==> src/rtl/half_adder_bist_pkg.sv <==
// Shared types and constants for the half-adder self-test engine.
package half_adder_bist_pkg;

  localparam int NUM_VEC = 4;
  localparam int VEC_W   = 2;

  typedef enum logic [1:0] {
    IDLE,
    WAIT,
    CHECK,
    DONE
  } state_t;

endpackage

==> src/rtl/half_adder_b.sv <==
// Combinational 1-bit half adder; used as the golden reference inside the BIST.
module half_adder_b (
  input  logic a,
  input  logic b,
  output logic sum,
  output logic cout
);

  assign sum  = a ^ b;
  assign cout = a & b;

endmodule

==> src/rtl/half_adder_bist.sv <==
// Self-test engine: walks {a,b} through 00..11, compares the external adder
// against a golden half adder and reports per-vector failures and a pass flag.
module half_adder_bist
  import half_adder_bist_pkg::*;
#(
  parameter int SETTLE_CYCLES = 4,
  parameter int ERR_W         = 3
) (
  input  logic             clk,
  input  logic             rst_n,
  input  logic             start,
  input  logic             sum,
  input  logic             cout,
  output logic             a,
  output logic             b,
  output logic             busy,
  output logic             done,
  output logic             pass,
  output logic [ERR_W-1:0] err_cnt,
  output logic [3:0]       fail_vec
);

  localparam int CNT_W = $clog2(SETTLE_CYCLES + 1);
  localparam logic [CNT_W-1:0] RELOAD   = CNT_W'(SETTLE_CYCLES - 1);
  localparam logic [VEC_W-1:0] LAST_VEC = VEC_W'(NUM_VEC - 1);

  state_t           state_q, state_d;
  logic             a_q, a_d, b_q, b_d;
  logic [VEC_W-1:0] vec_q, vec_d;
  logic [CNT_W-1:0] cnt_q, cnt_d;
  logic             busy_q, busy_d, done_q, done_d, pass_q, pass_d;
  logic [ERR_W-1:0] err_q, err_d;
  logic [3:0]       fail_q, fail_d;
  logic             exp_sum, exp_cout, mismatch;

  function automatic logic [ERR_W-1:0] sat_inc(input logic [ERR_W-1:0] v);
    return (&v) ? v : v + ERR_W'(1);
  endfunction

  half_adder_b u_golden (
    .a    (a_q),
    .b    (b_q),
    .sum  (exp_sum),
    .cout (exp_cout)
  );

  // A vector counts once even when both outputs are wrong.
  assign mismatch = (sum != exp_sum) || (cout != exp_cout);

  always_comb begin
    state_d = state_q;
    a_d     = a_q;
    b_d     = b_q;
    vec_d   = vec_q;
    cnt_d   = cnt_q;
    busy_d  = busy_q;
    done_d  = 1'b0;
    pass_d  = pass_q;
    err_d   = err_q;
    fail_d  = fail_q;
    case (state_q)
      IDLE: begin
        if (start) begin
          state_d = WAIT;
          a_d     = 1'b0;
          b_d     = 1'b0;
          vec_d   = '0;
          cnt_d   = RELOAD;
          err_d   = '0;
          fail_d  = '0;
          pass_d  = 1'b0;
          busy_d  = 1'b1;
        end
      end
      WAIT: begin
        if (cnt_q == '0) state_d = CHECK;
        else             cnt_d   = cnt_q - CNT_W'(1);
      end
      CHECK: begin
        if (mismatch) begin
          fail_d[vec_q] = 1'b1;
          err_d         = sat_inc(err_q);
        end
        if (vec_q == LAST_VEC) begin
          // pass is decided here so it is valid together with the done pulse.
          state_d = DONE;
          done_d  = 1'b1;
          pass_d  = (err_q == '0) && !mismatch;
        end else begin
          state_d    = WAIT;
          vec_d      = vec_q + VEC_W'(1);
          {a_d, b_d} = vec_q + VEC_W'(1);
          cnt_d      = RELOAD;
        end
      end
      DONE: begin
        busy_d  = 1'b0;
        state_d = IDLE;
      end
      default: state_d = IDLE;
    endcase
  end

  always_ff @(posedge clk or negedge rst_n) begin
    if (!rst_n) begin
      state_q <= IDLE;
      a_q     <= 1'b0;
      b_q     <= 1'b0;
      vec_q   <= '0;
      cnt_q   <= '0;
      busy_q  <= 1'b0;
      done_q  <= 1'b0;
      pass_q  <= 1'b0;
      err_q   <= '0;
      fail_q  <= '0;
    end else begin
      state_q <= state_d;
      a_q     <= a_d;
      b_q     <= b_d;
      vec_q   <= vec_d;
      cnt_q   <= cnt_d;
      busy_q  <= busy_d;
      done_q  <= done_d;
      pass_q  <= pass_d;
      err_q   <= err_d;
      fail_q  <= fail_d;
    end
  end

  assign a        = a_q;
  assign b        = b_q;
  assign busy     = busy_q;
  assign done     = done_q;
  assign pass     = pass_q;
  assign err_cnt  = err_q;
  assign fail_vec = fail_q;

endmodule

==> config.mk <==
export PLATFORM = sky130hd
export DESIGN_NAME = half_adder_bist
export DESIGN_NICKNAME = d
export VERILOG_FILES = /design/src/rtl/half_adder_bist_pkg.sv /design/src/rtl/half_adder_b.sv /design/src/rtl/half_adder_bist.sv
export SDC_FILE = /design/constraint.sdc
export NUM_CORES = 1
export LEC_CHECK = 0
export ABC_AREA = 1
export BUFFER_PORTS_ARGS = -buffer_cell sky130_fd_sc_hd__clkbuf_2
export CORE_MARGIN = 2
export CORE_UTILIZATION = 48
export DETAILED_ROUTE_END_ITERATION = 6
export GPL_TIMING_DRIVEN = 1
export PLACE_DENSITY = 0.72
export SLEW_MARGIN = 25
export SYNTH_ARGS = -nofsm -noshare
export SYNTH_HDL_FRONTEND = slang
export SYNTH_SLANG_ARGS = --single-unit
==> constraint.sdc <==
create_clock -name clk -period 1.2 [get_ports clk]
set_input_delay 0.06 -clock clk [delete_from_list [all_inputs] [get_ports clk]]
set_output_delay 0.06 -clock clk [all_outputs]
set_load 0.005 [all_outputs]
==> impl_metrics.prom, run 1 <==
# TYPE chip_impl_metric gauge
chip_impl_metric{name="share_clk_of_total_power",unit="%"} 12.2
chip_impl_info{name="critPathLaunchType",value="register"} 1
chip_impl_metric{name="cp_slowest_stage_delay",unit="ns"} 0.38
chip_impl_info{name="worst_r2r_startpoint",value="a"} 1
chip_impl_metric{name="synth_cell_types",unit=""} 17
chip_impl_metric{name="diodes",unit=""} 0
chip_impl_info{name="failed_checks",value="setup timing"} 1
chip_impl_metric{name="row_count",unit=""} 16
chip_impl_metric{name="area.sequential",unit="sq um"} 425
chip_impl_metric{name="timing.final.crit_period",unit="ns"} 1.44
chip_impl_metric{name="timing.final.ws_setup",unit="ns"} -0.238
chip_impl_metric{name="synth.yosys.seq_area_share",unit="%"} 43.1
chip_impl_metric{name="synth_mux_area_share",unit="%"} 0
chip_impl_info{name="dominant_combinational_cell_family_by_area_after_synthesis",value="simple AND/OR/NAND/NOR gates"} 1
chip_impl_metric{name="critPathArrivalTime",unit="ns"} 1.68
chip_impl_metric{name="die_width",unit="um"} 49.3
chip_impl_info{name="worstHoldPathType",value="in2reg"} 1
chip_impl_metric{name="postRouteAntennaNets",unit=""} 0
chip_impl_metric{name="multi_input_comb_area",unit="sq um"} 601
chip_impl_metric{name="synthesized_netlist_cell_count",unit=""} 120
chip_impl_metric{name="num_vias",unit=""} 918
chip_impl_metric{name="max_slew.worst_pin.slew",unit="ns"} 0.420
chip_impl_info{name="synth_flop_cell",value="sky130_fd_sc_hd__dfrtp_1"} 1
chip_impl_info{name="worst_path_most_repeated_cell",value="sky130_fd_sc_hd__nand2_4"} 1
chip_impl_metric{name="placed_cells_incl_taps",unit=""} 179
chip_impl_metric{name="switching_share",unit="%"} 40.6
chip_impl_metric{name="synth_edf_count",unit=""} 0
chip_impl_metric{name="ys_seq_elements",unit=""} 17
chip_impl_metric{name="drv_cap",unit=""} 0
chip_impl_metric{name="clkSinkCount",unit=""} 17
chip_impl_metric{name="top_level_ports",unit=""} 17
chip_impl_metric{name="antenna_violations_before_repair",unit=""} 0
chip_impl_info{name="critical-path-slowest-cell",value="sky130_fd_sc_hd__dfrtp_1"} 1
chip_impl_metric{name="number_of_global_route_vias_before_repair",unit=""} 913
chip_impl_metric{name="finalSetupTns",unit="ns"} -1.76
chip_impl_metric{name="first_iter_violations",unit=""} 24
chip_impl_metric{name="layoutNonFillerInstCount",unit=""} 191
chip_impl_metric{name="placeable_core_region",unit="sq mm"} 0.00194
chip_impl_metric{name="cts-buffers-inserted",unit=""} 3
chip_impl_info{name="endpoint",value="fail_vec[3]"} 1
chip_impl_metric{name="vdd.ir_drop.worst",unit="mV"} 1.35
chip_impl_metric{name="final.setup_skew",unit="ns"} 0.000992
chip_impl_metric{name="critical_path.max_fanout",unit=""} 5
chip_impl_metric{name="yosys.area_share.simple",unit="%"} 28.0
chip_impl_metric{name="htree_num_levels",unit=""} 1
chip_impl_metric{name="ff2ff_path_depth",unit=""} 10
chip_impl_metric{name="cellInternalPower",unit="mW"} 1.52
chip_impl_metric{name="clk_transition_reported_paths",unit="ns"} 0.10
chip_impl_info{name="outcome",value="finished, violations left"} 1
chip_impl_info{name="synth.area.top_cells",value="sky130_fd_sc_hd__dfrtp_1, sky130_fd_sc_hd__ha_1, sky130_fd_sc_hd__nand2_1, sky130_fd_sc_hd__inv_1, sky130_fd_sc_hd__nor2_1"} 1
chip_impl_metric{name="finalWeightedCongestion",unit=""} 0.780
chip_impl_metric{name="max-clock-path-buffers",unit=""} 2
chip_impl_metric{name="gr-total-overflow",unit=""} 0
chip_impl_metric{name="layout.filler_cells",unit=""} 145
chip_impl_metric{name="detail_route.first_pass.iterations",unit=""} 5
chip_impl_info{name="crit_chain",value="inv_2 -> ha_4 -> inv_4 -> nand2_4 -> nand2_4 -> nor2_4 -> nand2_4 -> nand2_4 -> nand2_4 -> nand2_2"} 1
chip_impl_info{name="synth_area_leader_cell",value="sky130_fd_sc_hd__dfrtp_1"} 1
chip_impl_metric{name="final_core_utilization",unit="%"} 74.0
chip_impl_metric{name="max_freq",unit="MHz"} 695
chip_impl_info{name="tritoncts",value="built"} 1
chip_impl_metric{name="worst_endpoint_required_time",unit="ns"} 1.44
chip_impl_metric{name="slack_of_the_worst_reg_to_reg_path",unit="ns"} -0.24
chip_impl_metric{name="share_seq_of_total_power",unit="%"} 31.0
chip_impl_metric{name="finalCritPeriodShare",unit="%"} 120
chip_impl_metric{name="synth-compound-area-share",unit="%"} 8.38
chip_impl_metric{name="synth_largest_type_area_fraction",unit="%"} 43.1
chip_impl_metric{name="synth_area_per_cell",unit="sq um"} 8.22
chip_impl_metric{name="finalInstanceArea",unit="sq mm"} 0.00144
chip_impl_metric{name="detail_route.wirelength",unit="um"} 2300
chip_impl_metric{name="vias_per_cell",unit=""} 4.81
chip_impl_metric{name="final_layout_size_suffix_gt1_share",unit="%"} 48.8
chip_impl_info{name="post-synth-top-count-cell",value="sky130_fd_sc_hd__nand2_1"} 1
chip_impl_metric{name="final.hold.worst_slack",unit="ns"} 0.158
chip_impl_metric{name="layout-area-overhead-vs-synth",unit="%"} 45.7
chip_impl_metric{name="cell_area_after_placement",unit="sq mm"} 0.00122
chip_impl_metric{name="post-route-drc-count",unit=""} 0
chip_impl_metric{name="syn-cell-area",unit="sq um"} 986
chip_impl_metric{name="ys_warn_count",unit=""} 0
chip_impl_metric{name="post-layout-total-power",unit="mW"} 2.57
chip_impl_metric{name="starting_utilization_of_the_core_area",unit="%"} 50.8
chip_impl_metric{name="design.final.nets",unit=""} 179
chip_impl_info{name="cts.root.buffer_cell",value="sky130_fd_sc_hd__clkbuf_4"} 1
chip_impl_metric{name="p_per_area",unit="mW/mm^2"} 1790
chip_impl_metric{name="power.net_switching",unit="mW"} 1.04
chip_impl_metric{name="numPortBuffers",unit=""} 16
chip_impl_metric{name="routed_wire_length_per_instance",unit="um"} 12.1
chip_impl_info{name="worst_setup_path_startpoint",value="a"} 1
chip_impl_metric{name="gr-usage-all-layers",unit="%"} 23.0
chip_impl_metric{name="fp.dieH",unit="um"} 49.3
chip_impl_metric{name="grt_start_max_net_pins",unit=""} 18
chip_impl_metric{name="finalSetupViolations",unit=""} 12
chip_impl_metric{name="synth_adder_area_share",unit="%"} 11.4
chip_impl_metric{name="max_slew_violations",unit=""} 0
chip_impl_metric{name="relSlewSlack",unit="%"} 72.0
chip_impl_metric{name="synthArstFlopShare",unit="%"} 100
chip_impl_metric{name="place_hpwl",unit="um"} 1580
chip_impl_metric{name="grt_first_pass_wirelength",unit="um"} 4090
chip_impl_info{name="worst_setup_path_end_kind",value="register"} 1
chip_impl_info{name="synth.top_cells.by_count",value="sky130_fd_sc_hd__nand2_1, sky130_fd_sc_hd__inv_1, sky130_fd_sc_hd__dfrtp_1"} 1
chip_impl_metric{name="power.share.combinational",unit="%"} 56.8
chip_impl_metric{name="timing_hold_violations_final",unit=""} 0
chip_impl_metric{name="synth_xor_xnor_area_share",unit="%"} 0
chip_impl_metric{name="clk-insertion-delay-late",unit="ns"} 0.29
chip_impl_info{name="capture_point_of_the_worst_reg_to_reg_path",value="fail_vec[3]"} 1
chip_impl_metric{name="dieArea",unit="sq mm"} 0.00243
chip_impl_metric{name="place_ws",unit="ns"} -0.273
chip_impl_metric{name="syn-num-nets",unit=""} 134
chip_impl_metric{name="leakagePower",unit="nW"} 0.802
chip_impl_info{name="worst-setup-path-type",value="reg2reg"} 1
chip_impl_info{name="rsz_0062_raised_after_global_routing",value="yes"} 1
[how the worst min path moves through the flow]
stage	endpoint	startpoint	cells after the start	slack (ns)
after floorplan	a	rst_n	0	-0.24
after global placement	cnt_q[1]	rst_n	1	0.02
after detailed placement	cnt_q[1]	rst_n	1	0.01
after CTS	busy	start	3	0.15
after global routing	busy	start	3	0.17
final	busy	start	3	0.16
[kinds of logic (layout without fill, tap and decap cells)]
kind of cell	count (synthesis)	in the layout
AOI/OAI and AO/OA	10	10
adders and majority gates	9	9
buffers and inverters	21	64
DFF	17	17
and+or+nand+nor	63	64
[state kept, by name, summed over array words and instances, names as in the netlist]
signal    flops
vec_q         1
pass          1
busy          1
cnt_q         3
a             1
fail_vec      4
state_q       2
err_cnt       3
done          1
[power groups by stage]
stage | combinational, mW | sequential, mW | clock (mW)
global placement | 1.03 | 0.790 | 0
floorplan | 0.658 | 0.810 | 0
global route | 1.63 | 0.813 | 0.355
detailed placement | 1.08 | 0.800 | 0
CTS | 1.21 | 0.786 | 0.318
finish | 1.46 | 0.796 | 0.313
[worst max-delay path, delay by kind of cell, from the launching register on]
kind | cells | cell delay (ns)
flip-flops | 1 | 0.38
adder cells (fa/ha/maj) | 1 | 0.29
buffers and inverters | 2 | 0.11
AND/OR/NAND/NOR | 7 | 0.59
[placed cells by master, fill, tap and decap left out, types with 3 or more instances in the layout]
master                     count
sky130_fd_sc_hd__nand2_4       8
sky130_fd_sc_hd__ha_4          4
sky130_fd_sc_hd__nand2_2      11
sky130_fd_sc_hd__clkbuf_2     16
sky130_fd_sc_hd__clkbuf_4      3
sky130_fd_sc_hd__nand2_1      20
sky130_fd_sc_hd__inv_2         5
sky130_fd_sc_hd__dfrtp_1      17
sky130_fd_sc_hd__inv_1        13
sky130_fd_sc_hd__ha_1          5
sky130_fd_sc_hd__nand3_1       8
sky130_fd_sc_hd__nor2_1       15
sky130_fd_sc_hd__buf_4        21
sky130_fd_sc_hd__o21ai_2       3
[layout make-up]
class,instances,share of cell area [%]
Timing Repair Buffer,40,18.8
Tap cell,27,2.35
Sequential cell,17,29.6
Inverter,20,5.57
Clock buffer,4,1.83
Multi-Input combinational cell,83,41.8
[routing by layer]
| metal | track usage (%) | routed length [um] | vias up | part of all wire (%) |
|---|---|---|---|---|
| met2 | 37.8 | 1160 | 40 | 50 |
| met1 | 27.2 | 941 | 411 | 41 |
| li1 | - | - | 458 | - |
| met5 | 0 | 0 | - | 0 |
| met4 | 15.7 | 97 | 0 | 4.2 |
| met3 | 3.68 | 109 | 9 | 4.7 |
[repair_timing]
action,4_1_cts,5_1_grt
endpoints found under the setup margin,14,17
gates resized for setup,17,18
hold buffers,1,0
buffers inserted,3,3
gates cloned,1,0
pin swaps,6,9
hold endpoints to repair,17,0
Power figures use the tool's default switching activity.
==> run 2: changes to the inputs <==
--- a/config.mk
+++ b/config.mk
@@ -8,10 +8,10 @@
 export ABC_AREA = 1
 export BUFFER_PORTS_ARGS = -buffer_cell sky130_fd_sc_hd__clkbuf_2
 export CORE_MARGIN = 2
-export CORE_UTILIZATION = 48
+export CORE_UTILIZATION = 50
 export DETAILED_ROUTE_END_ITERATION = 6
-export GPL_TIMING_DRIVEN = 1
-export PLACE_DENSITY = 0.72
+export GPL_TIMING_DRIVEN = 0
+export PLACE_DENSITY = 0.71
 export SLEW_MARGIN = 25
 export SYNTH_ARGS = -nofsm -noshare
 export SYNTH_HDL_FRONTEND = slang
==> constraint.sdc (replaced) <==
create_clock -name clk -period 1.57 [get_ports clk]
set_input_delay 0.0785 -clock clk [delete_from_list [all_inputs] [get_ports clk]]
set_output_delay 0.0785 -clock clk [all_outputs]
set_load 0.005 [all_outputs]
==> run 2 against run 1 <==
The flow now finishes without violations; combinational power decreased by 52%; worst setup slack improved by 0.33 ns; global-route usage decreased by 5.5 points; sequential share of layout area increased by 5.9 points; design area decreased by 16%; flip-flop and latch count unchanged; largest power group unchanged; critical endpoint unchanged; fmax decreased by 2.9%; count of clock-buffer cells in the layout decreased by 1; via count decreased by 9.2%.
==> impl_metrics.prom, run 2 (synthesis results as in run 1) <==
# TYPE chip_impl_metric gauge
chip_impl_metric{name="power.net_switching",unit="mW"} 0.659
chip_impl_metric{name="cp_slowest_stage_delay",unit="ns"} 0.44
chip_impl_metric{name="final.setup_skew",unit="ns"} 0.00843
chip_impl_metric{name="timing.final.crit_period",unit="ns"} 1.48
chip_impl_metric{name="vdd.ir_drop.worst",unit="mV"} 0.859
chip_impl_info{name="crit_chain",value="inv_2 -> ha_1 -> inv_1 -> nand2_1 -> nand2_2 -> nor2_4 -> nand2_2 -> nand3_1 -> nand2_1"} 1
chip_impl_metric{name="top_level_ports",unit=""} 17
chip_impl_info{name="critPathLaunchType",value="register"} 1
chip_impl_metric{name="max_slew.worst_pin.slew",unit="ns"} 0.435
chip_impl_metric{name="design.final.nets",unit=""} 161
chip_impl_metric{name="max_freq",unit="MHz"} 675
chip_impl_metric{name="gr-usage-all-layers",unit="%"} 17.4
chip_impl_metric{name="detail_route.first_pass.iterations",unit=""} 4
chip_impl_metric{name="relSlewSlack",unit="%"} 71.0
chip_impl_metric{name="drv_cap",unit=""} 0
chip_impl_metric{name="critPathArrivalTime",unit="ns"} 1.68
chip_impl_metric{name="power.share.combinational",unit="%"} 44.9
chip_impl_info{name="tritoncts",value="built"} 1
chip_impl_metric{name="layout-area-overhead-vs-synth",unit="%"} 21.7
chip_impl_metric{name="timing.final.ws_setup",unit="ns"} 0.0896
chip_impl_metric{name="share_clk_of_total_power",unit="%"} 15.6
chip_impl_info{name="leading_cell_types_in_the_layout_fill_and_taps_excluded",value="sky130_fd_sc_hd__nand2_1, sky130_fd_sc_hd__inv_1, sky130_fd_sc_hd__dfrtp_1, sky130_fd_sc_hd__clkbuf_2, sky130_fd_sc_hd__nor2_1"} 1
chip_impl_info{name="worstHoldPathType",value="in2reg"} 1
chip_impl_info{name="mostFrequentLayoutCell",value="sky130_fd_sc_hd__nand2_1"} 1
chip_impl_metric{name="row_count",unit=""} 16
chip_impl_metric{name="detail_route.wirelength",unit="um"} 1910
chip_impl_info{name="worst-setup-path-type",value="reg2reg"} 1
chip_impl_metric{name="critical_path.max_fanout",unit=""} 5
chip_impl_metric{name="max_slew_violations",unit=""} 0
chip_impl_metric{name="dieArea",unit="sq mm"} 0.00234
chip_impl_metric{name="htree_num_levels",unit=""} 1
chip_impl_metric{name="numPortBuffers",unit=""} 16
chip_impl_metric{name="clk-insertion-delay-late",unit="ns"} 0.30
chip_impl_metric{name="vias_per_cell",unit=""} 4.82
chip_impl_metric{name="timing_hold_violations_final",unit=""} 0
chip_impl_metric{name="post-route-drc-count",unit=""} 0
chip_impl_metric{name="post-layout-total-power",unit="mW"} 1.58
chip_impl_metric{name="p_per_area",unit="mW/mm^2"} 1310
chip_impl_metric{name="number_of_global_route_vias_before_repair",unit=""} 745
chip_impl_metric{name="clk_transition_reported_paths",unit="ns"} 0.11
chip_impl_metric{name="routed_wire_length_per_instance",unit="um"} 11.1
chip_impl_metric{name="max-clock-path-buffers",unit=""} 2
chip_impl_metric{name="place_ws",unit="ns"} 0.0937
chip_impl_metric{name="num_vias",unit=""} 834
chip_impl_metric{name="final.hold.worst_slack",unit="ns"} 0.109
chip_impl_metric{name="first_iter_violations",unit=""} 13
chip_impl_metric{name="place_hpwl",unit="um"} 1320
chip_impl_metric{name="finalSetupViolations",unit=""} 0
chip_impl_metric{name="leakagePower",unit="nW"} 0.679
chip_impl_metric{name="finalCritPeriodShare",unit="%"} 94.3
chip_impl_metric{name="layout.filler_cells",unit=""} 168
chip_impl_metric{name="grt_start_max_net_pins",unit=""} 18
chip_impl_metric{name="starting_utilization_of_the_core_area",unit="%"} 51.8
chip_impl_metric{name="cts-buffers-inserted",unit=""} 3
chip_impl_metric{name="gr-total-overflow",unit=""} 0
chip_impl_metric{name="die_width",unit="um"} 48.4
chip_impl_info{name="cts.root.buffer_cell",value="sky130_fd_sc_hd__clkbuf_4"} 1
chip_impl_metric{name="antenna_violations_before_repair",unit=""} 0
chip_impl_metric{name="diodes",unit=""} 0
chip_impl_metric{name="clkSinkCount",unit=""} 17
chip_impl_metric{name="number_of_flip_flops_under_the_largest_register_name",unit=""} 4
chip_impl_info{name="critical-path-slowest-cell",value="sky130_fd_sc_hd__dfrtp_1"} 1
chip_impl_metric{name="postRouteAntennaNets",unit=""} 0
chip_impl_metric{name="share_seq_of_total_power",unit="%"} 39.4
chip_impl_metric{name="fp.dieH",unit="um"} 48.4
chip_impl_info{name="worst_setup_path_end_kind",value="register"} 1
chip_impl_metric{name="final_layout_size_suffix_gt1_share",unit="%"} 33.6
chip_impl_metric{name="switching_share",unit="%"} 41.9
chip_impl_metric{name="worst_endpoint_required_time",unit="ns"} 1.77
chip_impl_metric{name="finalWeightedCongestion",unit=""} 0.782
chip_impl_metric{name="placeable_core_region",unit="sq mm"} 0.00190
chip_impl_metric{name="cellInternalPower",unit="mW"} 0.916
chip_impl_metric{name="grt_first_pass_wirelength",unit="um"} 3060
chip_impl_info{name="outcome",value="finished, final reports clean"} 1
## run 2: cell count changes in the layout (fill, tap and decap cells not counted), moves of 2 or more
cell                      before  now
sky130_fd_sc_hd__inv_1        13   17
sky130_fd_sc_hd__inv_2         5    2
sky130_fd_sc_hd__buf_4        21    4
sky130_fd_sc_hd__o21ai_0       1    3
sky130_fd_sc_hd__nand2_1      20   28
sky130_fd_sc_hd__o21ai_1       2    0
sky130_fd_sc_hd__ha_1          5    8
sky130_fd_sc_hd__ha_4          4    0
sky130_fd_sc_hd__nand2_4       8    2
sky130_fd_sc_hd__nand2_2      11    9
## run 2: path summary, 6_finish.rpt
path / cells past startpoint / start / to / slack, ns
worst max-delay path: 9 / a / fail_vec[3] / 0.09
worst min-delay path: 3 / start / state_q[0] / 0.11
worst max register to register: 9 / a / fail_vec[3] / 0.09
worst min register to register: 1 / cnt_q[0] / cnt_q[0] / 0.49
max in group asynchronous: 2 / rst_n / vec_q[0] / 1.01
min in group asynchronous: 2 / rst_n / pass / 0.23
## run 2: stage by stage
step | TNS (ns) | instance area, sq um | std cells | util, %
2_1_floorplan | 0 | 986 | 120 | -
3_3_place_gp | 0 | 1100 | 163 | 57.8
3_5_place_dp | 0 | 1100 | 163 | 57.8
4_1_cts | 0 | 1140 | 168 | 59.8
5_1_grt | -0.113 | 1200 | 173 | 63.1
6_report | 0 | 1200 | 173 | 63.1
## run 2: metal layers
| metal | part of all wire [%] | routed length (um) | global-route usage [%] | vias up |
|---|---|---|---|---|
| met2 | 50 | 952 | 28.7 | 15 |
| met1 | 45 | 860 | 21.2 | 396 |
| li1 | - | - | - | 418 |
| met5 | 0 | 0 | 0 | - |
| met3 | 2.5 | 47 | 2.78 | 5 |
| met4 | 2.8 | 53 | 11.4 | 0 |
## run 2: worst max-delay path, delay by kind of cell (launching register included)
family | cells | cell delay, ns
flip-flops | 1 | 0.44
buffers and inverters | 2 | 0.12
AND/OR/NAND/NOR | 6 | 0.52
adder cells (fa/ha/maj) | 1 | 0.29
## run 2: timing repair
action | in CTS | in global routing
endpoints found under the setup margin | 0 | 6
hold endpoints to repair | 17 | 0
buffers inserted | 0 | 4
gates resized for setup | 0 | 8
hold buffers | 1 | 0
## run 2: area by class of cell
type | count | area [sq um] | area share (%)
Clock inverter | 1 | 5.00 | 0.417
Timing Repair Buffer | 21 | 120 | 10.0
Sequential cell | 17 | 427 | 35.6
Tap cell | 27 | 33.8 | 2.82
Multi-Input combinational cell | 83 | 503 | 41.9
Clock buffer | 3 | 22.5 | 1.88
Inverter | 20 | 77.6 | 6.47
Buffer | 1 | 11.3 | 0.938
## run 2: power by group through the flow
| stage | logic, mW | registers (mW) | clock network (mW) |
|---|---|---|---|
| after floorplan | 0.495 | 0.619 | 0 |
| after global placement | 0.619 | 0.624 | 0 |
| after detailed placement | 0.644 | 0.632 | 0 |
| after CTS | 0.650 | 0.622 | 0.249 |
| after global routing | 0.827 | 0.635 | 0.268 |
| final | 0.708 | 0.621 | 0.246 |
